## src/rtl/bus_slave.sv

```systemverilog
// bus_slave: granted bus receiver feeding a show-ahead FIFO.
// Ports: clk, reset_n (sync, active-low), req/data_in/ack (bus side),
//   rd_en/rd_data/rd_valid/full/count (consumer side).
// Optional BUS_SLAVE_STATS_EN adds xfer_cnt[7:0], a saturating capture count.
module bus_slave #(
    parameter int DATA_W = 2,
    parameter int DEPTH  = 4
) (
    input  logic                   clk,
    input  logic                   reset_n,
    input  logic                   req,
    input  logic [DATA_W-1:0]      data_in,
    output logic                   ack,
    input  logic                   rd_en,
    output logic [DATA_W-1:0]      rd_data,
    output logic                   rd_valid,
    output logic                   full,
    output logic [$clog2(DEPTH):0] count
`ifdef BUS_SLAVE_STATS_EN
    ,
    output logic [7:0]             xfer_cnt
`endif
);

    localparam int PW = $clog2(DEPTH);
    localparam int CW = PW + 1;
    localparam logic [CW-1:0] DEPTH_C = CW'(DEPTH);
    localparam logic [CW:0]   DEPTH_S = (CW+1)'(DEPTH);

    typedef enum logic [1:0] {
        IDLE  = 2'd0,
        GRANT = 2'd1,
        HOLD  = 2'd2
    } state_t;

    state_t            state_q, state_d;
    logic              ack_q, ack_d;
    logic              pipe_q, pipe_d;
    logic [PW-1:0]     wr_ptr_q, wr_ptr_d;
    logic [PW-1:0]     rd_ptr_q, rd_ptr_d;
    logic [CW-1:0]     count_q, count_d;
    logic [DATA_W-1:0] mem_q [DEPTH];
    logic [DATA_W-1:0] mem_d [DEPTH];
    logic [CW:0]       occ;
    logic              space;
    logic              cap;
    logic              pop;

    always_comb begin
        // Beats in flight: one granted by the current ack, one awaiting
        // capture. A same-cycle pop is deliberately not credited.
        occ   = {1'b0, count_q} + (CW+1)'(ack_q) + (CW+1)'(pipe_q);
        space = occ < DEPTH_S;
        cap   = pipe_q;
        pop   = rd_en && (count_q != '0);

        state_d = state_q;
        unique case (state_q)
            IDLE: begin
                if (req) state_d = space ? GRANT : HOLD;
            end
            GRANT: begin
                if (!req)       state_d = IDLE;
                else if (space) state_d = GRANT;
                else            state_d = HOLD;
            end
            HOLD: begin
                if (space)     state_d = GRANT;
                else if (!req) state_d = IDLE;
            end
            default: state_d = IDLE;
        endcase

        ack_d  = (state_d == GRANT);
        pipe_d = ack_q;

        mem_d    = mem_q;
        wr_ptr_d = wr_ptr_q;
        rd_ptr_d = rd_ptr_q;
        if (cap) begin
            mem_d[wr_ptr_q] = data_in;
            wr_ptr_d        = wr_ptr_q + PW'(1);
        end
        if (pop) rd_ptr_d = rd_ptr_q + PW'(1);

        count_d = count_q;
        unique case ({cap, pop})
            2'b10:   count_d = count_q + CW'(1);
            2'b01:   count_d = count_q - CW'(1);
            default: count_d = count_q;
        endcase
    end

    always_ff @(posedge clk) begin
        if (!reset_n) begin
            state_q  <= IDLE;
            ack_q    <= 1'b0;
            pipe_q   <= 1'b0;
            wr_ptr_q <= '0;
            rd_ptr_q <= '0;
            count_q  <= '0;
            mem_q    <= '{default: '0};
        end else begin
            assert (!(cap && count_q == DEPTH_C));
            state_q  <= state_d;
            ack_q    <= ack_d;
            pipe_q   <= pipe_d;
            wr_ptr_q <= wr_ptr_d;
            rd_ptr_q <= rd_ptr_d;
            count_q  <= count_d;
            mem_q    <= mem_d;
        end
    end

    assign ack      = ack_q;
    assign rd_data  = mem_q[rd_ptr_q];
    assign rd_valid = (count_q != '0);
    assign full     = (count_q == DEPTH_C);
    assign count    = count_q;

`ifdef BUS_SLAVE_STATS_EN
    logic [7:0] xfer_cnt_q, xfer_cnt_d;

    always_comb begin
        xfer_cnt_d = xfer_cnt_q;
        if (cap && xfer_cnt_q != 8'hff) xfer_cnt_d = xfer_cnt_q + 8'd1;
    end

    always_ff @(posedge clk) begin
        if (!reset_n) xfer_cnt_q <= 8'd0;
        else          xfer_cnt_q <= xfer_cnt_d;
    end

    assign xfer_cnt = xfer_cnt_q;
`endif

endmodule

```

## config.mk

```make
export PLATFORM = sky130hd
export DESIGN_NAME = bus_slave
export DESIGN_NICKNAME = d
export VERILOG_FILES = /design/src/rtl/bus_slave.sv
export SDC_FILE = /design/constraint.sdc
export NUM_CORES = 1
export LEC_CHECK = 0
export CAP_MARGIN = 20
export CELL_PAD_IN_SITES_DETAIL_PLACEMENT = 1
export CELL_PAD_IN_SITES_GLOBAL_PLACEMENT = 1
export CORE_MARGIN = 3
export CORE_UTILIZATION = 24
export CTS_BUF_LIST = sky130_fd_sc_hd__clkbuf_4 sky130_fd_sc_hd__clkbuf_8
export DETAILED_ROUTE_END_ITERATION = 8
export GPL_TIMING_DRIVEN = 0
export HOLD_SLACK_MARGIN = 0.03
export PLACE_DENSITY_LB_ADDON = 0.1
export SLEW_MARGIN = 20
export SYNTH_ARGS = -nofsm -noshare
export SYNTH_HDL_FRONTEND = slang
export SYNTH_SLANG_ARGS = --single-unit
```

## constraint.sdc

```tcl
create_clock -name clk -period 2.9 [get_ports clk]
set_clock_uncertainty 0.2 [all_clocks]
set_input_delay 0.58 -clock clk [delete_from_list [all_inputs] [get_ports clk]]
set_output_delay 0.58 -clock clk [all_outputs]
set_load 0.1 [all_outputs]
```

==> impl_metrics.toml <==
[finish]
stdcell_area_mm2 = 0.00115
drive_gt1_share_pct = 9.91
area_growth_pct = 25.7
nNetsFinal = 125
antenna_cells = 0

[setup_path]
critPathSlowestCell = "clkdlybuf4s50_1"
reg2reg_depth = 9
r2r_start = "cap"
crit_start = "count[1]"
crit_buf_inv = 1
cp-end-kind = "primary output"
critPathTopFamily = "buffers and inverters"
rrSetupSlack_ps = 660
path_max_fanout = 7
startpoint_type = "flip-flop"
rr_endpoint = "count[2]"
arrival_ps = 1930
critPathRequiredTime_ps = 2120
max_stage_delay_ps = 1200
crit_chain = "clkdlybuf4s50_1"
critical_path_class = "flip-flop to primary output"

[timing]
final.setup.tns_ps = 0
slew-limit-headroom_pct = 35.0
final.period_utilization_pct = 93.5
finalHoldViolations = 0
rsz0062_at_grt = "false"
drv_slew = 0
setup_viol = 0
fmax_mhz = 369
worstMarginPinSlew_ps = 972
period_minus_slack_ps = 2710

[yosys]
synthCells = 94
synth_top_cell_by_area = "dfxtp_1"
synth_top_area_share_pct = 41.6
synth_warnings = 0
synthesis.nets = 107
synthTopCellsByArea = "dfxtp_1 42%, a21boi_0 8.2%, ha_1 8.2%"
yosys_register_bits = 19
netlist_area_um2 = 915
seq_area_frac_synth_pct = 41.6
postSynthAreaPerCell_um2 = 9.73
synth.distinct_cells = 25

[status]
outcome = "finished clean"

[drt]
vias_per_cell = 4.56
routedWlPerCell_um = 13.1
dr.pass1.iters = 2
drt-total-wl_um = 2060
vias = 716
drc = 0
dr.first_iter.drc_count = 16
drtAntennaViolNets = 0

[power_and_ir_drop]
ir_drop_mv = 0.829
power.density_mw_per_mm2 = 838
leakage_nw = 0.459

[cts]
cts_made_buffers = 3
cts_root_buffer = "clkbuf_8"
postCtsSetupRepairBufs = 0
cts_tree = "yes"
clkSlewWorstSetupHoldPaths_ps = 70
clk_latency_ps = 260
cts_sinks = 19
htree_num_levels = 1
clock_path_buffers = 2

[place]
port-buffer-count = 13
dp_hpwl_um = 1570
gp_congestion = 0.704
dpl_cell_area_mm2 = 0.00110

[worst_hold_path]
worstHoldEndpoint = "mem_q[2]"
hold_class = "flip-flop to flip-flop"
hold-path-cell-count = 2
worstHoldStart = "mem_q[2]"

[global_route]
grt_antenna_before_repair = 0
grt_pass1_wl_um = 3730
grt_max_degree = 11
grt_usage_pct = 11.2
grt.overflow.total = 0
grt_pass1_vias = 777

[floorplan]
start_util_pct = 26.2
fp.dieW_um = 67.7
ios = 14
fp.dieH_um = 67.7
rows = 21
die-area_mm2 = 0.00459
core_mm2 = 0.00349

[job]
maxCapViolCount = 0
==> power by group <==
part | switching [W] | leakage (nW) | internal (W) | total (W)
Sequential | 0.0000461 | 0.154 | 0.000289 | 0.000335
Combinational | 0.000303 | 0.279 | 0.000128 | 0.000430
Clock | 0.0000915 | 0.0262 | 0.000107 | 0.000199
==> cell usage after synthesis, drive strengths merged <==
master	number
mux2i	1
xnor2	3
nand2	14
dfxtp	19
and2	5
nor2b	2
and3	1
o211a	2
nor2	1
o31a	1
o21ai	2
nand3	8
inv	6
clkbuf	1
or3	2
xor2	2
a21o	1
buf	2
o311ai	1
a21oi	1
a21boi	10
mux4	2
fa	1
ha	6
==> logic make-up after synthesis <==
kind of cell | count (synthesis) | synth area share (%)
flops | 19 | 41.6
xor+xnor | 5 | 4.79
fa+ha+maj | 7 | 10.4
mux | 3 | 6.02
buf+inv | 9 | 3.97
simple gates | 33 | 17.5
compound gates | 18 | 15.7
==> tightest hold or removal path, cell delays in order (launching register included) <==
cell	delay [ps]
dfxtp_1	310
nand2_1	50
a21boi_0	60
==> layout by cell type (no fill, tap or decap), drive strengths merged, types with 3 or more instances in the layout <==
master and instances:
dfxtp 19, nand2 14, a21boi 10, clkdlybuf4s50 9, nand3 8, inv 6
ha 6, and2 5, clkbuf 5, xnor2 3, dlygate4sd2 3
==> state kept, by name, indices dropped and copies added, names as in the netlist <==
register  flops
ack           1
cap           1
count         3
mem_q         8
rd_ptr_q      2
state_q       2
wr_ptr_q      2
==> through the flow <==
stage | cells | util (%) | setup WS (ps) | hold slack (ps) | power, W
5_1_grt | 157 | 32.9 | 111 | 297 | 0.00102
3_3_place_gp | 153 | 31.5 | 145 | 254 | 0.000782
3_5_place_dp | 153 | 31.5 | 116 | 263 | 0.000785
2_1_floorplan | 94 | - | 137 | 240 | 0.000684
4_1_cts | 157 | 32.8 | 31.9 | 273 | 0.000981
6_report | 157 | 32.9 | 189 | 268 | 0.000964
==> routing by layer <==
metal  share of wire (%)  wire length, um  global-route usage [%]  vias to the layer above
li1                    -                -                       -                      353
met3                 5.0              104                    4.16                        4
met2                  48              991                    18.6                       15
met1                  45              937                    13.0                      344
met4                 1.4               29                    4.56                        0
met5                   0                0                       0                        -
==> worst max-delay path by stage <==
stage | end | slack (ps) | cells after the start
after global placement | count[2] | 150 | 8
after floorplan | count[2] | 140 | 7
final | count[1] | 190 | 1
after detailed placement | count[2] | 120 | 8
after global routing | count[2] | 110 | 1
after CTS | full | 30 | 2
==> area by class of cell <==
| cell class | count | area (um^2) |
|---|---|---|
| Fill cell | 412 | 2340 |
| Multi-Input combinational cell | 66 | 498 |
| Sequential cell | 19 | 380 |
| Timing Repair Buffer | 13 | 129 |
| Tap cell | 46 | 57.6 |
| Clock buffer | 4 | 48.8 |
| Inverter | 6 | 22.5 |
| Buffer | 3 | 13.8 |
==> repair_timing <==
action | CTS | global route
hold buffers | 0 | 0
endpoints found under the setup margin | 3 | 1
gates resized for setup | 3 | 1
(Power assumes the default switching activity.)
==> edit, RTL diff (config.mk and constraints unchanged) <==
Re-encode `state_t` (3 states) as one-hot, 3 bits wide.
--- a/src/rtl/bus_slave.sv
+++ b/src/rtl/bus_slave.sv
@@ -29,6 +29,6 @@
 
-    typedef enum logic [1:0] {
-        IDLE  = 2'd0,
-        GRANT = 2'd1,
-        HOLD  = 2'd2
+    typedef enum logic [2:0] {
+        IDLE  = 3'b001,
+        GRANT = 3'b010,
+        HOLD  = 3'b100
     } state_t;
Formal check against the unedited RTL: same outputs for any inputs over 10 cycles, from zero or initial values and one cycle with reset_n low; not proved beyond that.
==> edit against the original RTL <==
  * Synthesized area up 9.6%
  * Critical path depth rose by 1
  * Global-route usage fell by 1.1 points
  * Total power decreased by 18%
  * Cell area increased by 7.3%
  * Setup slack got worse by 76 ps
  * Maximum frequency down 2.7%
  * Combinational power down 34%
  * Wire length grew 7.9%
  * Sequential cell count grew 1
  * First-iteration DRC count is 56% higher
  * Via count rose by 12%
  * Sequential power decreased by 4%
  * Sequential share of layout area shrank 0.63 points
  * Critical path type unchanged
  * Largest power group is now sequential cells
  * Highest routed layer unchanged
==> edit: results (changes against the original RTL) <==
<table>
<tr><th>Metric</th><th>Value</th></tr>
<tr><th colspan="2">Synth</th></tr>
<tr><td>Cell types with the largest area share after synthesis</td><td>dfxtp_1 40%, ha_1 7.5%, a21boi_0 6.7%</td></tr>
<tr><td>Sequential fraction of the synthesis area</td><td>40.0% (-1.6 points)</td></tr>
<tr><td>Portion of netlist area occupied by mux cells</td><td>5.49% (-0.53 points)</td></tr>
<tr><td>Post-synthesis adder-cell area fraction</td><td>9.49% (-0.91 points)</td></tr>
<tr><td>Cell variety after synth</td><td>28 (+12%)</td></tr>
<tr><td>Post-synthesis net count</td><td>120 (+12%)</td></tr>
<tr><td>Xor/xnor share of the synthesized area</td><td>5.24% (+0.46 points)</td></tr>
<tr><td>Leading post-synthesis cells by instance count</td><td>20 x dfxtp_1, 14 x nand2_1, 9 x a21boi_0, 8 x nand3_1</td></tr>
<tr><th colspan="2">Pwr</th></tr>
<tr><td>Static power due to leakage</td><td>0.449 nW (-2.2%)</td></tr>
<tr><th colspan="2">Setup path</th></tr>
<tr><td>Critical path startpoint</td><td>count[2]</td></tr>
<tr><td>Slack of the worst reg-to-reg path</td><td>600 ps (-60 ps)</td></tr>
<tr><td>Largest fanout on the critical path</td><td>9 (+2)</td></tr>
<tr><th colspan="2">Final layout</th></tr>
<tr><td>Nets</td><td>138 (+10%)</td></tr>
<tr><td># diodes</td><td>0 (unchanged)</td></tr>
<tr><td>Share of post-route cells with drive strength above 1</td><td>6.50% (-3.4 points)</td></tr>
<tr><th colspan="2">Route</th></tr>
<tr><td>Number of violations reported at the end of detailed-routing iteration 0</td><td>25 (+9)</td></tr>
<tr><td>Drt pass-1 iters</td><td>4 (+2)</td></tr>
<tr><td>Detail-routed net length per standard cell</td><td>13.0 um (-0.97%)</td></tr>
<tr><th colspan="2">Place</th></tr>
<tr><td>Worst setup slack after placement</td><td>120 ps (+4.63 ps)</td></tr>
<tr><td>HPWL after detailed placement</td><td>1760 um (+12%)</td></tr>
<tr><th colspan="2">Global route</th></tr>
<tr><td>Met3 Resource Use GR</td><td>2.98% (-1.2 points)</td></tr>
<tr><td>Total track usage</td><td>10.1% (-1.1 points)</td></tr>
<tr><td>Global-route met2 utilization</td><td>17.0% (-1.5 points)</td></tr>
<tr><th colspan="2">Min path</th></tr>
<tr><td>Worst Hold Path EP</td><td>mem_q[7]</td></tr>
<tr><td>Hold path startpoint</td><td>mem_q[7]</td></tr>
<tr><th colspan="2">STA</th></tr>
<tr><td>Worst slew margin relative to its limit</td><td>35.2% (+0.19 points)</td></tr>
<tr><th colspan="2">Status</th></tr>
<tr><td>Outcome</td><td>complete, no violations</td></tr>
</table>
[edit: cell types whose count changed after synthesis, sizes merged, moves of 2 or more]
cell / delta
and4bb: +2
clkbuf: +2
nor2: +2
o211a: -2
o21ai: +2
or3b: +2
[edit: logic make-up (layout without fill, tap and decap cells)]
group | Yosys count | in the layout
adder cells (fa/ha/maj) | 7 | 7
flip-flops | 20 | 20
AND/OR/NAND/NOR | 42 | 42
AO/OA/AOI/OAI | 19 | 19
buffers and inverters | 10 | 26
multiplexers | 3 | 3
XOR/XNOR | 6 | 6
[edit: worst max-delay path by stage]
stage	slack [ps]	cells past startpoint	endpoint
detailed placement	120	8	count[2]
floorplan	150	7	count[2]
CTS	40	2	full
finish	110	2	rd_valid
global route	30	2	rd_valid
global placement	140	8	count[2]
[edit: layout make-up]
type	instances	area, um^2
plain buffers	4	16.3
multi-input cells	77	563
well taps	48	60.1
fillers	466	2620
repair buffers	13	130
clock buffers	3	41.3
flip-flops and latches	20	400
inverters	6	22.5
[edit: what timing repair did]
action                                  CTS  global route
cloned                                    0             0
resized for setup                         2             1
endpoints found under the setup margin    2             1
[edit: metal layers]
layer  vias up  routed length (um)
li1        401                   -
met1       388                1040
met2         8                1100
met3         2                  69
met4         0                  18
met5         -                   0
[edit: report_power, final]
part / switching, mW / internal (mW)
clock: 0.0880 / 0.0923
combinational: 0.196 / 0.0889
sequential: 0.0289 / 0.294
[edit: metrics by stage]
stage / utilization [%] / cells / hold slack (ps) / cell area (um^2) / power [mW]
finish: 32.0 / 171 / 272 / 1230 / 0.788
CTS: 31.9 / 171 / 277 / 1230 / 0.806
floorplan: - / 107 / 240 / 1000 / 0.549
global route: 32.0 / 171 / 301 / 1230 / 0.843
global placement: 30.9 / 168 / 260 / 1190 / 0.618
detailed placement: 30.9 / 168 / 267 / 1190 / 0.619
[edit: critical path, cell delays in order (launching register included)]
cell	delay, ps
dfxtp_1	480
or3_1	150
clkdlybuf4s50_1	1120
